$ cat config.mk
export PLATFORM = sky130hd
export DESIGN_NAME = door_input_cond
export DESIGN_NICKNAME = d
export VERILOG_FILES = /design/src/rtl/door_input_cond.sv
export SDC_FILE = /design/constraint.sdc
export NUM_CORES = 1
export LEC_CHECK = 0
export ABC_CLOCK_PERIOD_IN_PS = 2000
export BUFFER_PORTS_ARGS = -buffer_cell sky130_fd_sc_hd__buf_2
export CAP_MARGIN = 10
export CORE_MARGIN = 4
export CORE_UTILIZATION = 55
export DETAILED_ROUTE_END_ITERATION = 12
export GPL_ROUTABILITY_DRIVEN = 0
export GPL_TIMING_DRIVEN = 0
export HOLD_SLACK_MARGIN = 0.06
export PLACE_DENSITY = 0.77
export SLEW_MARGIN = 20
export SYNTH_ARGS = -nofsm -noshare
export SYNTH_HDL_FRONTEND = slang
export SYNTH_SLANG_ARGS = --single-unit
$ cat constraint.sdc
create_clock -name clk -period 2 [get_ports clk]
set_input_delay 0.2 -clock clk [delete_from_list [all_inputs] [get_ports clk]]
set_output_delay 0.2 -clock clk [all_outputs]
set_load 0.01 [all_outputs]
$ cat src/rtl/door_input_cond.sv
// Door input conditioning stage that feeds the door-control FSM.
// It synchronizes and debounces four field inputs (presence, e-stop, open
// limit, closed limit). It stretches presence with a hold-open window and
// latches a sticky fault when both limit switches read active together.

// One input channel: 2-flop synchronizer followed by a run-length debouncer.
module door_input_chan #(
    parameter int DEBOUNCE_CYCLES = 16
) (
    input  logic clk,
    input  logic rst_n,
    input  logic ena,
    input  logic raw_i,
    output logic db_o,
    output logic db_d_o
);
    localparam int CW = $clog2(DEBOUNCE_CYCLES);
    localparam logic [CW-1:0] CNT_MAX = CW'(DEBOUNCE_CYCLES - 1);

    logic          s1_q, s2_q, db_q, db_d;
    logic [CW-1:0] cnt_q, cnt_d;

    // Count consecutive disagreements; any agreement restarts the run
    always_comb begin
        db_d  = db_q;
        cnt_d = cnt_q;
        if (s2_q == db_q) begin
            cnt_d = '0;
        end else if (cnt_q == CNT_MAX) begin
            db_d  = s2_q;
            cnt_d = '0;
        end else begin
            cnt_d = cnt_q + CW'(1);
        end
    end

    // Synchronizer, counter and debounced value all freeze with ena low
    always_ff @(posedge clk or negedge rst_n) begin
        if (!rst_n) begin
            s1_q  <= 1'b0;
            s2_q  <= 1'b0;
            cnt_q <= '0;
            db_q  <= 1'b0;
        end else if (ena) begin
            s1_q  <= raw_i;
            s2_q  <= s1_q;
            cnt_q <= cnt_d;
            db_q  <= db_d;
        end
    end

    assign db_o   = db_q;
    assign db_d_o = db_d;
endmodule

module door_input_cond #(
    parameter int DEBOUNCE_CYCLES = 16,
    parameter int HOLD_CYCLES     = 64
) (
    input  logic clk,
    input  logic rst_n,
    input  logic ena,
    input  logic raw_sen,
    input  logic raw_se,
    input  logic raw_la,
    input  logic raw_lc,
    input  logic fault_clr,
    output logic sen,
    output logic se,
    output logic la,
    output logic lc,
    output logic sen_rise,
    output logic fault
);
    localparam int NUM_CH = 4;
    localparam int CH_SEN = 0;
    localparam int CH_SE  = 1;
    localparam int CH_LA  = 2;
    localparam int CH_LC  = 3;
    localparam int HW     = $clog2(HOLD_CYCLES + 1);
    localparam logic [HW-1:0] HOLD_LD = HW'(HOLD_CYCLES);

    logic [NUM_CH-1:0] raw, db, db_d;
    logic [HW-1:0]     hold_q, hold_d;
    logic              sen_q, fault_q, fault_d;

    assign raw = {raw_lc, raw_la, raw_se, raw_sen};

    for (genvar g = 0; g < NUM_CH; g++) begin : g_ch
        door_input_chan #(.DEBOUNCE_CYCLES(DEBOUNCE_CYCLES)) u_ch (
            .clk    (clk),
            .rst_n  (rst_n),
            .ena    (ena),
            .raw_i  (raw[g]),
            .db_o   (db[g]),
            .db_d_o (db_d[g])
        );
    end

    // Hold window: load on the edge presence falls so there is no gap, and
    // cancel immediately if presence returns
    always_comb begin
        hold_d = hold_q;
        if (db_d[CH_SEN])           hold_d = '0;
        else if (db[CH_SEN])        hold_d = HOLD_LD;
        else if (hold_q != '0)      hold_d = hold_q - HW'(1);
    end

    // Fault uses post-update limits so it lands in the same cycle as the
    // conflicting limit; a concurrent set beats the clear
    always_comb begin
        fault_d = (db_d[CH_LA] & db_d[CH_LC]) | (fault_q & ~fault_clr);
    end

    // Hold, edge-detect history and fault all freeze with ena low
    always_ff @(posedge clk or negedge rst_n) begin
        if (!rst_n) begin
            hold_q  <= '0;
            sen_q   <= 1'b0;
            fault_q <= 1'b0;
        end else if (ena) begin
            hold_q  <= hold_d;
            sen_q   <= sen;
            fault_q <= fault_d;
        end
    end

    assign sen      = db[CH_SEN] | (hold_q != '0);
    assign sen_rise = sen & ~sen_q;
    assign se       = db[CH_SE];
    assign la       = db[CH_LA] & ~fault_q;
    assign lc       = db[CH_LC] & ~fault_q;
    assign fault    = fault_q;
endmodule
==> results by group <==
Yosys
  – Unique masters post-synth: 37
  – Async S/R FF share, synth: 100.0%
  – Syn Inst Count: 169
  – Synthesized cell area: 1812 um^2
  – FF+latch count, synth: 37
  – Synth Flop Type: dfrtp_1
  – Syn nets: 182
  – Post-synthesis sequential area ratio: 51.10%
  – Count of flip-flops with a built-in enable after synthesis: 0
  – Yosys warning count: 0
  – Synthesized area per cell: 10.72 um^2

Route
  – Drt total wl: 3554 um
  – DRC violations left: 0
  – Antenna Violating Nets Remaining: 0
  – Drt wl/cell: 14.75 um
  – Routed vias: 1409
  – DRT Pass-1 Iters: 4
  – Iter 0 DRT Violations: 100
  – Vias per cell: 5.846

Final layout
  – Finished Cell Area: 2057 um^2
  – Share of cells above drive strength 1: 22.34%
  – Area delta synth->final: 13.54%
  – # nets final: 210
  – Antenna diodes: 0

Clock tree
  – Clk_lat worst skew: 350 ps
  – CTS max path bufs: 2
  – Clk slew on worst S/H paths: 110 ps
  – Clock Sinks: 37
  – CTS tree: done
  – Clock tree root driver cell: clkbuf_4
  – H-tree lvl count: 2
  – CTS Buf Count: 5

Floorplan
  – Initial Util: 58.39%
  – Die height: 65.40 um
  – IO Pins: 14
  – DIE AREA: 4277 um^2
  – Std cell rows: 20
  – Chip Width: 65.40 um
  – CORE AREA: 3103 um^2

STA
  – Max_slew headroom: 46.22%
  – Worst-margin pin slew: 806.6 ps
  – Max Clock Skew: 11.92 ps
  – RSZ-0062 raised after global routing: true
  – Max Clk Rate: 435.2 MHz
  – Final WS setup: -297.5 ps
  – Fin crit period: 2298 ps
  – Crit share post-route: 114.9%
  – Setup Viol. Count Final: 2
  – Final Hold Fails: 0
  – Slew Limit Fails: 0

Worst setup path
  – Worst-path maximum fanout: 3
  – R2r endpoint: hold_q[3]
  – Critical setup path kind: register to output pin
  – Worst EP required: 1800 ps
  – Cells on worst reg2reg path: 7
  – Worst setup path endpoint: sen_rise
  – Worst flop-to-flop path startpoint: hold_q[0]
  – R2r setup slk: 30 ps
  – Worst Path Arrival: 2100 ps
  – Critical Path Source: hold_q[0]
  – Crit end category: output pin
  – Startpoint types: register

Placed design
  – Count of buffers from port buffering: 13
  – Dpl hpwl: 2396 um
  – Post-Place Worst Slack: -38.99 ps
  – Placement Cell Area: 1932 um^2

Power and ir drop
  – VDD IR max: 555.3 uV
  – Power density cells: 837.7 nW/um^2
  – Leakage: 0.9512 nW

Job
  – Max-cap violations: 0

Global route
  – Grt ovf: 0
  – Antenna violations before repair: 0
  – First-pass GRT wire length: 6486 um
  – GRT Overall Usage: 20.08%
  – Largest net degree at the start of global routing: 38
  – Vias in the first global route: 1428

Run status
  – Status: complete, but fails checks
  – Failing checks: negative setup slack

Min path
  – Hold Path Class: input port to register
cell type report:
cell class | instances | area (um^2)
inverter | 6 | 22.52
tap | 44 | 55.05
sequential | 37 | 925.9
clock buffer | 7 | 55.05
multi-input combinational | 121 | 852.1
timing repair buffer | 21 | 127.6
buffer | 5 | 18.77
fill | 268 | 1046
registers in the layout (all words and copies together) (netlist names):
register and count:
sen_q 1, g_ch.u_ch.cnt_q 16, g_ch.u_ch.s2_q 4, fault 1
hold_q 7, g_ch.u_ch.s1_q 4, g_ch.u_ch.db_o 4
what timing repair did:
action | 4_1_cts | 5_1_grt
buffers inserted | 5 | 2
cloned | 0 | 0
hold buffers | 1 | 0
hold endpoints to repair | 37 | 0
resized for setup | 2 | 0
endpoints found under the setup margin | 2 | 6
layer usage:
layer | vias to the layer above | share of wire, % | track usage (%)
met5 | - | 0 | 0
met2 | 42 | 49 | 33.25
met1 | 682 | 43 | 24.52
li1 | 678 | - | -
met3 | 7 | 6.0 | 6.667
met4 | 0 | 1.5 | 6.995
power breakdown:
group          total [mW]  internal [mW]  switching, mW
Clock               0.411          0.166          0.245
Combinational       0.350          0.180          0.170
Sequential          0.962          0.855          0.107
metrics by stage:
step / instances / hold slack [ps] / total power [mW] / setup TNS, ps / utilization [%]
final: 241 / 77.51 / 1.723 / -580.0 / 66.29
after global routing: 241 / 62.06 / 1.839 / -968.0 / 66.29
after CTS: 239 / 74.89 / 1.713 / -570.0 / 65.81
after detailed placement: 226 / 338.6 / 1.273 / -60.75 / 62.26
after global placement: 226 / 324.8 / 1.244 / 0 / 62.26
after floorplan: 169 / -95.59 / 1.175 / 0 / -
cells in the mapped netlist (2+ instances only):
master	n	area (um^2)
a211o_1	2	17.52
a21o_1	2	15.01
a21oi_1	2	10.01
and3_1	2	12.51
buf_1	3	11.26
clkbuf_1	2	7.510
dfrtp_1	37	925.9
ha_1	5	62.56
inv_1	6	22.52
mux2_2	12	135.1
mux2i_1	6	60.06
nand2_1	22	82.58
nand2b_1	3	18.77
nand3_1	10	50.05
nand4_1	3	18.77
nor2_1	4	15.01
nor2b_1	2	12.51
nor3_1	3	15.01
nor3b_1	3	22.52
o21ai_0	13	65.06
o2bb2ai_1	4	35.03
o31ai_1	6	45.04
xnor2_1	3	26.28
cells in the final DEF, fill, tap and decap left out, drive strengths merged, types with 4 or more instances in the layout:
cell type	count
buf	23
mux2i	6
clkbuf	9
inv	6
nor2	5
o31ai	6
o2bb2ai	4
nand2	22
mux2	12
ha	5
o21ai	13
dfrtp	37
nand3	11
worst max-delay path, cell delays in order (launching register included):
cell     delay (ps)
dfrtp_1         400
inv_1            60
ha_2            170
or4b_4          460
or3_4           360
nor2_4          110
nor2_1           50
buf_2           130
logic make-up (layout without fill, tap and decap cells):
kind of cell | count (synthesis) | in the layout | share of synthesized area, %
mux | 18 | 18 | 10.77
buf+inv | 11 | 39 | 2.279
simple gates | 59 | 59 | 17.13
flops | 37 | 37 | 51.11
xor+xnor | 4 | 4 | 1.934
compound gates | 35 | 35 | 13.33
fa+ha+maj | 5 | 5 | 3.453
worst min path at each step:
| stage | startpoint | endpoint | slack [ps] | depth (start not counted) |
|---|---|---|---|---|
| 2_1_floorplan | rst_n | fault | -100 | 0 |
| 6_report | raw_sen | g_ch[0].u_ch.s1_q | 80 | 2 |
| 5_1_grt | raw_lc | g_ch[3].u_ch.s1_q | 60 | 2 |
| 4_1_cts | raw_sen | g_ch[0].u_ch.s1_q | 70 | 2 |
| 3_3_place_gp | rst_n | g_ch[3].u_ch.cnt_q[2] | 320 | 1 |
| 3_5_place_dp | rst_n | g_ch[3].u_ch.cnt_q[2] | 340 | 1 |
(Power assumes the default switching activity.)
